$ cat src/rtl/ysyx_23060201_lsu_pkg.sv
// Shared definitions for the load/store unit: FSM states, RV32 width codes
// and the error codes reported to write-back.
package ysyx_23060201_lsu_pkg;

  typedef enum logic [1:0] {
    S_IDLE = 2'b00,
    S_REQ  = 2'b01,
    S_WAIT = 2'b10,
    S_DONE = 2'b11
  } lsu_state_e;

  localparam logic [2:0] F3_LB  = 3'b000;
  localparam logic [2:0] F3_LH  = 3'b001;
  localparam logic [2:0] F3_LW  = 3'b010;
  localparam logic [2:0] F3_LBU = 3'b100;
  localparam logic [2:0] F3_LHU = 3'b101;

  localparam logic [1:0] ERR_OK       = 2'b00;
  localparam logic [1:0] ERR_MISALIGN = 2'b01;
  localparam logic [1:0] ERR_TIMEOUT  = 2'b10;
  localparam logic [1:0] ERR_FUNC3    = 2'b11;

endpackage

$ cat src/rtl/ysyx_23060201_lsu_align.sv
// Combinational byte-lane logic: store mask/data steering, load extraction
// with sign/zero extension, and misalign/illegal-width detection.
module ysyx_23060201_lsu_align
  import ysyx_23060201_lsu_pkg::*;
(
  input  logic [2:0]  func3,
  input  logic [1:0]  off,
  input  logic [31:0] wdata,
  input  logic [31:0] rdata,
  output logic [3:0]  wmask,
  output logic [31:0] wdata_lane,
  output logic [31:0] rdata_ext,
  output logic        misalign,
  output logic        bad_func3
);

  logic [31:0] shifted;
  logic signed [7:0]  byte_s;
  logic signed [15:0] half_s;

  always_comb begin
    bad_func3 = (func3 == 3'b011) || (func3 == 3'b110) || (func3 == 3'b111);

    // func3[1:0] gives the access width for both signed and unsigned variants
    misalign   = 1'b0;
    wmask      = 4'b1111;
    wdata_lane = wdata;
    case (func3[1:0])
      2'b00: begin
        wmask      = 4'b0001 << off;
        wdata_lane = {4{wdata[7:0]}};
      end
      2'b01: begin
        misalign   = off[0];
        wmask      = 4'b0011 << off;
        wdata_lane = {2{wdata[15:0]}};
      end
      2'b10: misalign = (off != 2'b00);
      default: ;
    endcase

    shifted = rdata >> {off, 3'b000};
    byte_s  = shifted[7:0];
    half_s  = shifted[15:0];
    case (func3)
      F3_LB:   rdata_ext = 32'(byte_s);
      F3_LBU:  rdata_ext = {24'd0, shifted[7:0]};
      F3_LH:   rdata_ext = 32'(half_s);
      F3_LHU:  rdata_ext = {16'd0, shifted[15:0]};
      default: rdata_ext = rdata;
    endcase
  end

endmodule

$ cat src/rtl/ysyx_23060201_lsu.sv
// Load/store unit: accepts one executed instruction, performs the memory
// access over a req/rsp bus (or passes the ALU result) and hands off to WBU.
module ysyx_23060201_lsu
  import ysyx_23060201_lsu_pkg::*;
#(
  parameter int TIMEOUT = 64,
  parameter int CNT_W   = 7
) (
  input  logic        clk,
  input  logic        rst,
  input  logic        in_valid,
  output logic        in_ready,
  input  logic        in_load,
  input  logic        in_store,
  input  logic [2:0]  in_func3,
  input  logic [31:0] in_addr,
  input  logic [31:0] in_wdata,
  input  logic [31:0] in_alu_res,
  input  logic [4:0]  in_rd,
  output logic        req_valid,
  input  logic        req_ready,
  output logic        req_wen,
  output logic [31:0] req_addr,
  output logic [31:0] req_wdata,
  output logic [3:0]  req_wmask,
  input  logic        rsp_valid,
  input  logic [31:0] rsp_rdata,
  output logic        out_valid,
  input  logic        out_ready,
  output logic        out_wen,
  output logic [4:0]  out_waddr,
  output logic [31:0] out_wdata,
  output logic [1:0]  out_err
);

  lsu_state_e       state_q, state_d;
  logic [CNT_W-1:0] cnt_q, cnt_d;

  logic        load_q, store_q;
  logic [2:0]  func3_q;
  logic [31:0] addr_q, wdata_q, res_q;
  logic [4:0]  rd_q;
  logic [1:0]  err_q;

  logic        in_mem, timeout_hit, accept;
  logic [2:0]  f3_sel;
  logic [1:0]  off_sel;
  logic [3:0]  wmask;
  logic [31:0] wdata_lane, rdata_ext;
  logic        misalign, bad_func3;

  assign in_mem      = in_load | in_store;
  assign accept      = (state_q == S_IDLE) && in_valid;
  assign timeout_hit = (cnt_q == CNT_W'(TIMEOUT - 1));

  // In IDLE the checks look at the incoming instruction; afterwards at the latched one
  assign f3_sel  = (state_q == S_IDLE) ? in_func3 : func3_q;
  assign off_sel = (state_q == S_IDLE) ? in_addr[1:0] : addr_q[1:0];

  ysyx_23060201_lsu_align u_align (
    .func3      (f3_sel),
    .off        (off_sel),
    .wdata      (wdata_q),
    .rdata      (rsp_rdata),
    .wmask      (wmask),
    .wdata_lane (wdata_lane),
    .rdata_ext  (rdata_ext),
    .misalign   (misalign),
    .bad_func3  (bad_func3)
  );

  always_ff @(posedge clk or posedge rst) begin
    if (rst) begin
      state_q <= S_IDLE;
      cnt_q   <= '0;
    end else begin
      state_q <= state_d;
      cnt_q   <= cnt_d;
    end
  end

  always_comb begin
    state_d = state_q;
    cnt_d   = cnt_q;
    case (state_q)
      S_IDLE: if (in_valid) begin
        if (!in_mem || bad_func3 || misalign) state_d = S_DONE;
        else                                  state_d = S_REQ;
      end
      S_REQ: if (req_ready) begin
        state_d = S_WAIT;
        cnt_d   = '0;
      end
      S_WAIT: begin
        cnt_d = cnt_q + 1'b1;
        if (rsp_valid || timeout_hit) state_d = S_DONE;
      end
      S_DONE: if (out_ready) state_d = S_IDLE;
      default: state_d = S_IDLE;
    endcase
  end

  // Transaction payload; outputs are gated by state so these need no reset
  always_ff @(posedge clk) begin
    if (accept) begin
      load_q  <= in_load & ~in_store;
      store_q <= in_store;
      func3_q <= in_func3;
      addr_q  <= in_addr;
      wdata_q <= in_wdata;
      rd_q    <= in_rd;
      res_q   <= in_mem ? 32'd0 : in_alu_res;
      if (!in_mem)        err_q <= ERR_OK;
      else if (bad_func3) err_q <= ERR_FUNC3;
      else if (misalign)  err_q <= ERR_MISALIGN;
      else                err_q <= ERR_OK;
    end else if (state_q == S_WAIT) begin
      if (rsp_valid) begin
        if (load_q) res_q <= rdata_ext;
      end else if (timeout_hit) begin
        err_q <= ERR_TIMEOUT;
      end
    end
  end

  always_comb begin
    in_ready  = (state_q == S_IDLE);
    req_valid = (state_q == S_REQ);
    req_wen   = req_valid & store_q;
    req_addr  = req_valid ? {addr_q[31:2], 2'b00} : 32'd0;
    req_wdata = req_wen ? wdata_lane : 32'd0;
    req_wmask = req_wen ? wmask : 4'b0000;
    out_valid = (state_q == S_DONE);
    out_wen   = out_valid & ~store_q & (rd_q != 5'd0) & (err_q == ERR_OK);
    out_waddr = out_valid ? rd_q : 5'd0;
    out_wdata = out_valid ? res_q : 32'd0;
    out_err   = out_valid ? err_q : ERR_OK;
  end

endmodule
$ cat config.mk
export PLATFORM = sky130hd
export DESIGN_NAME = ysyx_23060201_lsu
export DESIGN_NICKNAME = d
export VERILOG_FILES = /design/src/rtl/ysyx_23060201_lsu_pkg.sv /design/src/rtl/ysyx_23060201_lsu_align.sv /design/src/rtl/ysyx_23060201_lsu.sv
export SDC_FILE = /design/constraint.sdc
export NUM_CORES = 1
export LEC_CHECK = 0
export CORE_MARGIN = 3
export CORE_UTILIZATION = 32
export CTS_BUF_LIST = sky130_fd_sc_hd__clkbuf_8
export DETAILED_ROUTE_END_ITERATION = 6
export SYNTH_ARGS = -nofsm -noshare
export SYNTH_HDL_FRONTEND = slang
export SYNTH_SLANG_ARGS = --single-unit
export TNS_END_PERCENT = 10
$ cat constraint.sdc
create_clock -name clk -period 3 [get_ports clk]
set_input_delay 0.6 -clock clk [delete_from_list [all_inputs] [get_ports clk]]
set_output_delay 0.6 -clock clk [all_outputs]
set_load 0.02 [all_outputs]
---- Word level (Yosys, flattened, before mapping) ----
Index checks and enable logic that the tools add are counted.
operators by class
  bitwise logic cells ..................... 8
  $add $sub $neg .......................... 1
  reductions and logical operators ........ 22
  shifts and indexed selects .............. 3
  equal/unequal tests ..................... 17
  multiplexer cells ....................... 32
operators with widths
  kind                   count
  $mux W32               8
  $pmux W32 S4           1
  $pmux W32 S2           1
  $shr A32 B5 Y16        1
  $mux W2                13
  $pmux W7 S2            1
  $eq A3 B3 Y1 const B   4
  $reduce_bool A2 Y1     6
  $pmux W2 S4            1
  $pmux W4 S2            1
  $add A7 B1 Y7 const B  1
  $eq A7 B6 Y1 const B   1
  $mux W7                1
  $eq A2 B2 Y1 const B   3
  $logic_not A2 Y1       3
  $ne A2 B1 Y1 const B   3
  $reduce_and A3 Y1      2
  $and A1 B1 Y1          5
  $logic_or A1 B1 Y1     5
  $mux W5                1
  $reduce_bool A5 Y1     1
  $eq A2 B1 Y1 const B   2
  $mux W4                1
  $ne A2 B2 Y1 const B   2
  other kinds (14)       15
word-level totals
  output and inout port bits .............. 112
  word-level logic and storage cells ...... 93
  input bits .............................. 144
  flip-flop bits (word level) ............. 117

---- Depth between registers and ports, before layout ----
Gate-level depths: netlist (run 1).
  word-level depth ........................ 10
  gate-level depth with buffers ........... 10

---- Cells and area by module ----
From an unflattened synthesis (run 1), not the netlist that was laid out.
unflattened totals
  cell total of the unflattened synthesis .. 541
  area, all modules ....................... 6,292.3 um2
by module, submodules not included
  module                   cells each  seq. area each (um2)  instances  area an instance (um2)
  ysyx_23060201_lsu        355         3,468.3               1          5,026.1
  ysyx_23060201_lsu_align  186         0.0                   1          1,266.2

---- Worst setup path before layout (run 1) ----
OpenSTA, ideal clock, no wires.
  path type ............................... register to output
  from .................................... register state_q[0]
  to ...................................... output req_wdata[24]
  path buffers ............................ 3
  path slack .............................. 142 ps
  stages on the path, launching flop included .. 9
  arrival time ............................ 2,258 ps
  cell sequence ........................... dfrtp_1 inv_1 ha_1 buf_6 buf_6 mux2i_1 buf_4 nand2_1 a311oi_1
on the way
  word-level cells in the longest chain between the ends .. 5
  elaborated cells on any way between the ends .. 8
  those cells by class .................... 2 x eq/ne; 3 x mux; 1 x bitwise; 2 x reduce/logical
RTL lines
  element                                           RTL line                       source
  from (decl)                                       ysyx_23060201_lsu.sv:36        lsu_state_e state_q, state_d;
  from (signal assigned)                            ysyx_23060201_lsu.sv:77        state_q <= state_d;
  $logic_not A2 Y1 (*)                              -
  via in_ready                                      ysyx_23060201_lsu.sv:12        output logic in_ready,
  $mux W3 (*)                                       ysyx_23060201_lsu.sv:57        assign f3_sel = (state_q == S_IDLE) ? in_func3 : func3_q;
  $eq A2 B1 Y1 or $logic_not A2 Y1 (tied branches)  ysyx_23060201_lsu_align.sv:28  case (func3[1:0])
  $pmux W32 S2 (*)                                  ysyx_23060201_lsu_align.sv:28
  $mux W32 (*)                                      ysyx_23060201_lsu.sv:131       req_wdata = req_wen ? wdata_lane : 32'd0;
  to (decl)                                         ysyx_23060201_lsu.sv:24        output logic [31:0] req_wdata,
The timed path passes the listed nets; every way through them passes the cells marked *.

---- Worst setup path in the final report (run 1) ----
  from .................................... register state_q[1]
  to ...................................... output req_wdata[25]
on the way
  word-level cells in the longest chain between the ends .. 5
  elaborated cells on any way between the ends .. 8
  those cells by class .................... 2 x eq/ne; 3 x mux; 1 x bitwise; 2 x reduce/logical
RTL lines
  element                                           RTL line
  $logic_not A2 Y1                                  ysyx_23060201_lsu.sv:57
  $mux W3                                           ysyx_23060201_lsu.sv:57
  $eq A2 B1 Y1 or $logic_not A2 Y1 (tied branches)  ysyx_23060201_lsu_align.sv:28
  $pmux W32 S2                                      ysyx_23060201_lsu_align.sv:28
  $mux W32 (*)                                      ysyx_23060201_lsu.sv:131
Mark *: on every way between the ends. The rest lies on a longest branch, timed or not.

==> flow_summary.ini, run 1 <==
[setup_path]
worstSetupPathType = flop to output pin
worstPathMaxFanout = 19
critPathRequiredTime_ns = 2.40
cp.arrival_ns = 2.32
end_kind = output pin
crit_path_start_kind = flop

[die]
std_cell_rows = 50
die_x_um = 145
ios = 256
die_height_um = 145
die-area_um2 = 21200
start_util_pct = 33.0
core_um2 = 18900

[cts]
clk_pin_slew_ns = 0.07
insertion_delay_ns = 0.45
cts_root_buf = clkbuf_8
cts_tree = done
h-tree-depth = 4
cts_sinks = 117
ctsHoldBuffers = 0
clock_path_buffers = 2
numCtsBuffers = 17

[logic_synthesis]
synth_edf_count = 108
synthMuxAreaShare_pct = 5.83
synthSimpleGateAreaFrac_pct = 15.6
synth_cell_type_count = 55
synth_top_family_by_area = compound AO/OA/AOI/OAI gates
synth_seq_cells = 117
syn_area_per_cell_um2 = 11.4
synth_flop_cell = edfxtp_1
synthCells = 544
yosysSeqAreaShare_pct = 55.7
synth_adder_area_share_pct = 1.00
netlist_area_um2 = 6230
synthArstFlopShare_pct = 7.69
synth_xor_area_share_pct = 0
synth_compound_area_share_pct = 17.5
ys_warn_count = 0

[timing]
setup_viol = 0
hold_violations = 0
grt_setup_unrepaired = yes
fin_ws_ns = 0.0764
period_needed_ns = 2.92
finalClockSkew_ns = 0.0145
drv_slew = 0
max_freq_ghz = 0.342
finalCritPeriodShare_pct = 97.5

[hold_path]
hold_class = input pin to asynchronous set/reset pin

[status]
status = complete, no violations

[placement]
dpl_cell_area_um2 = 9220
port_buffers = 253
dp_slack_ns = -0.400
dp_hpwl_mm = 15.9
dp.cells = 1061
finalWeightedCongestion = 0.852

[finish]
ff_latch_area_um2 = 3470
multi_input_area_um2 = 2540
post-route-util_pct = 51.1
most-common-layout-cells = clkdlybuf4s50_1, edfxtp_1, and2_1
n_antenna_cell = 0
fillers = 1733
layout_commonest_cell = clkdlybuf4s50_1
final_cells = 1095
drive_above_1_share_pct = 15.2
area_growth_pct = 55.0
final_area_um2 = 9650
nets = 972

[route]
drtAntennaViolNets = 0
drt-total-wl_mm = 21.2
vias = 5498
drc = 0
wl_per_cell_um = 19.3
vias_per_cell = 5.02
drt-initial-drc-count = 271
firstDrtPassIters = 5

[global_routing]
overflow = 0
grt_pass1_vias = 5733
grt_start_max_net_pins = 44
antenna_found_initial = 0
grt_pass1_wl_mm = 33.2
grt_usage_pct = 20.1

[power]
ir_worst_vdd_mv = 0.390
power_frac_comb_pct = 51.1
switching_share_pct = 38.6
p_per_area_nw_per_um2 = 841
switching_power_w = 0.00313
clockPowerShare_pct = 19.1
power.total_w = 0.00812
seq_power_share_pct = 29.9
p_int_w = 0.00499
p_leak_nw = 3.67

[flow_run]
cap_violations = 0
## power groups by stage
stage | sequential (W) | combinational, W | clock, W
finish | 0.00242 | 0.00415 | 0.00155
global route | 0.00246 | 0.00448 | 0.00167
CTS | 0.00242 | 0.00415 | 0.00158
detailed placement | 0.00246 | 0.00411 | 0
global placement | 0.00244 | 0.00408 | 0
floorplan | 0.00241 | 0.00243 | 0
## critical path, stage by stage, from the launching register on
cell             delay [ns]
dfrtp_1                0.41
inv_2                  0.07
ha_4                   0.19
buf_4                  0.15
a21oi_4                0.16
buf_12                 0.17
nor2_1                 0.05
a311oi_1               0.36
clkdlybuf4s15_2        0.32
## metal layers
metal	part of all wire [%]	vias up	GRT usage, %
met5	0	-	0
met4	1.7	0	6.17
met3	10	19	7.75
met2	47	283	32.3
met1	41	2628	25.2
li1	-	2568	-
## through the flow
stage	hold WS [ns]	setup TNS [ns]
final	0.420	0
after global routing	0.426	-0.0519
after CTS	0.398	0
after detailed placement	0.536	-3.91
after global placement	0.507	-3.92
after floorplan	0.428	0
## final cells by class
cell class | instances | area share [%]
clock buffer | 17 | 2.42
tap | 260 | 3.37
inverter | 8 | 0.324
sequential | 117 | 35.9
clock inverter | 14 | 1.85
multi-input combinational | 384 | 26.3
timing repair buffer | 295 | 29.8
## flip-flops by register name, indices dropped and copies added, names as in the netlist
register  cells
wdata_q      32
load_q        1
addr_q       32
res_q        32
state_q       2
err_q         2
cnt_q         7
store_q       1
func3_q       3
rd_q          5
## synthesized netlist by cell type, types with 2 or more instances
cell / number / area [um^2]
ha_1: 5 / 62.6
and3_1: 8 / 50.1
inv_1: 7 / 26.3
nand3_1: 4 / 20.0
a311oi_1: 9 / 78.8
a22oi_1: 11 / 82.6
a2bb2oi_1: 7 / 61.3
nor2_1: 30 / 113
a21o_1: 3 / 22.5
a31oi_1: 2 / 12.5
nor2_2: 3 / 18.8
o21ai_0: 17 / 85.1
o32a_1: 3 / 30.0
mux2_4: 3 / 45.0
a22o_1: 10 / 87.6
dlygate4sd1_1: 2 / 17.5
dfrtp_1: 9 / 225
a21oi_1: 56 / 280
and2_1: 69 / 432
nor2b_1: 5 / 31.3
o211ai_1: 3 / 22.5
a21oi_2: 10 / 87.6
nor3_1: 4 / 20.0
buf_4: 5 / 37.5
buf_2: 7 / 35.0
o22ai_2: 2 / 25.0
edfxtp_1: 108 / 3240
a21oi_4: 2 / 32.5
mux2i_1: 18 / 180
nand2b_1: 3 / 18.8
nand2_1: 52 / 195
buf_6: 8 / 90.1
mux2_2: 9 / 101
and2b_1: 3 / 22.5
o31ai_1: 2 / 15.0
o22ai_1: 13 / 81.3
clkbuf_1: 14 / 52.6
## final timing paths
check | depth (start not counted) | from | to | slack (ns)
max | 8 | state_q[1]$_DFFE_PP0P_ | req_wdata[25] | 0.08
min | 2 | rst | cnt_q[1]$_DFFE_PP0P_ | 0.42
max reg2reg | 11 | state_q[1]$_DFFE_PP0P_ | res_q[17]$_DFFE_PP_ | 0.42
min reg2reg | 2 | cnt_q[5]$_DFFE_PP0P_ | cnt_q[5]$_DFFE_PP0P_ | 0.55
max in group asynchronous | 2 | rst | state_q[1]$_DFFE_PP0P_ | 2.32
min in group clk | 2 | cnt_q[5]$_DFFE_PP0P_ | cnt_q[5]$_DFFE_PP0P_ | 0.55
## repair_timing
item | CTS | global route
endpoints found under the setup margin | 29 | 46
setup buffers | 1 | 2
resized for setup | 44 | 27
pin swaps | 0 | 0
## cell families after synthesis
logic type               Yosys count
buffers and inverters             44
multiplexers                      32
other                              1
AO/OA/AOI/OAI                    157
AND/OR/NAND/NOR                  188
adder cells (fa/ha/maj)            5
flip-flops                       117
Note: power is estimated with default switching activity, not from simulation.
==> inputs of run 2 (changes only) <==
CORE_UTILIZATION = 34   (was 32)
PLACE_DENSITY = 0.66   (was not set)
==> flow_summary.ini, run 2 (same netlist as run 1, synthesis figures left out) <==
[cts]
clock_path_buffers = 2
cts_sinks = 117
clk_pin_slew_ns = 0.08
h-tree-depth = 4
cts_root_buf = clkbuf_8
insertion_delay_ns = 0.44
cts_tree = done
numCtsBuffers = 17
ctsHoldBuffers = 0

[die]
die_height_um = 141
std_cell_rows = 48
die_x_um = 141
start_util_pct = 35.4
ios = 256
core_um2 = 17600
die-area_um2 = 20000

[finish]
final_area_um2 = 9530
area_growth_pct = 53.0
nets = 968
layout_commonest_cell = clkdlybuf4s50_1
n_antenna_cell = 0
largestRegisters = addr_q (32), res_q (32), wdata_q (32)
most-common-layout-cells = clkdlybuf4s50_1, edfxtp_1, and2_1
post-route-util_pct = 54.1
drive_above_1_share_pct = 15.7

[placement]
dpl_cell_area_um2 = 9150
port_buffers = 253
dp_hpwl_mm = 15.5
finalWeightedCongestion = 0.881

[setup_path]
worstReg2RegStart = state_q[1]$_DFFE_PP0P_
critPathMaxStageDelay_ns = 0.38
critPathSlowestCell = dfrtp_1
end_kind = output pin
reg2reg_to = res_q[5]$_DFFE_PP_
reg2reg_depth = 9
critPathRequiredTime_ns = 2.40
rrSetupSlack_ns = 0.43
worstSetupPathType = flop to output pin
crit_chain = inv_1 > ha_4 > mux2i_2 > buf_4 > nand2_1 > a311oi_1 > dlygate4sd2_1
cp.arrival_ns = 2.37
crit_path_start_kind = flop
worstPathMaxFanout = 8

[global_routing]
grt_start_max_net_pins = 44
antenna_found_initial = 0
grt_usage_pct = 20.4
grt_pass1_wl_mm = 31.5
overflow = 0
grt_pass1_vias = 5624

[timing]
max_freq_ghz = 0.337
drv_slew = 0
finalCritPeriodShare_pct = 98.9
hold_violations = 0
setup_viol = 0
finalClockSkew_ns = 0.0109
grt_setup_unrepaired = yes
timing.hold.ws_ns = 0.434
period_needed_ns = 2.97

[hold_path]
hold_class = input pin to asynchronous set/reset pin

[route]
drt-total-wl_mm = 20.5
drt-initial-drc-count = 290
wl_per_cell_um = 19.4
drc = 0
drtAntennaViolNets = 0
firstDrtPassIters = 5
vias = 5404
vias_per_cell = 5.11

[power]
p_leak_nw = 3.61
ir_worst_vdd_mv = 0.424
power.total_w = 0.00792
p_per_area_nw_per_um2 = 831

[status]
status = complete, no violations

[flow_run]
cap_violations = 0
==> run 2: cell count changes in the layout (fill, tap and decap cells not counted), sizes merged <==
cell,change
dlygate4sd1,-1
clkbuf,+4
inv,+3
dlygate4sd2,-7
clkdlybuf4s50,+2
bufinv,-2
buf,-4
clkdlybuf4s15,+2
==> run 2: layout make-up <==
| type | instances | area, um^2 |
|---|---|---|
| clock buffers | 17 | 234 |
| fillers | 1531 | 8070 |
| multi-input cells | 384 | 2540 |
| clock inverters | 15 | 143 |
| well taps | 225 | 282 |
| flip-flops and latches | 117 | 3470 |
| inverters | 8 | 31.3 |
| repair buffers | 291 | 2830 |
==> run 2: how the worst max path moves through the flow <==
stage                                 from            end  slack (ns)  cells after the start
floorplan           state_q[0]$_DFFE_PP0P_  req_wdata[24]        0.14                      8
global placement               in_func3[1]  req_wdata[28]       -0.19                      6
detailed placement             in_func3[1]  req_wdata[31]       -0.21                      6
CTS                 state_q[0]$_DFFE_PP0P_  req_wdata[23]       -0.17                      8
global route        state_q[1]$_DFFE_PP0P_  req_wdata[30]       -0.11                      7
finish              state_q[1]$_DFFE_PP0P_  req_wdata[26]        0.03                      7
==> run 2: power by group <==
| group | switching (W) | total (W) | internal (W) |
|---|---|---|---|
| Sequential | 0.000139 | 0.00243 | 0.00229 |
| Combinational | 0.00225 | 0.00409 | 0.00184 |
| Clock | 0.000728 | 0.00140 | 0.000670 |
| Total | 0.00312 | 0.00792 | 0.00480 |
==> run 2: worst max-delay path: cells and delay by family (launching register included) <==
kind	cells	cell delay, ns
buffers and inverters	3	0.69
DFF	1	0.38
AOI/OAI and AO/OA	1	0.30
muxes	1	0.25
adders and majority gates	1	0.23
and+or+nand+nor	1	0.07
==> run 2: what timing repair did <==
item,in CTS,in global routing
gates resized for setup,52,38
buffers inserted,0,1
endpoints found under the setup margin,30,65
==> run 2: layer usage <==
layer / vias to the layer above / global-route usage (%) / share of wire [%]
met5: - / 0 / 0
met4: 0 / 5.15 / 1.1
met3: 15 / 7.52 / 10
met2: 275 / 32.7 / 46
met1: 2556 / 26.2 / 42
li1: 2558 / - / -
==> run 2: through the flow <==
stage	setup TNS, ns	setup slack [ns]	cells
CTS	-0.243	-0.173	1056
finish	0	0.0338	1057
floorplan	0	0.142	545
detailed placement	-3.21	-0.207	1024
global route	-0.432	-0.106	1057
global placement	-2.33	-0.187	1024
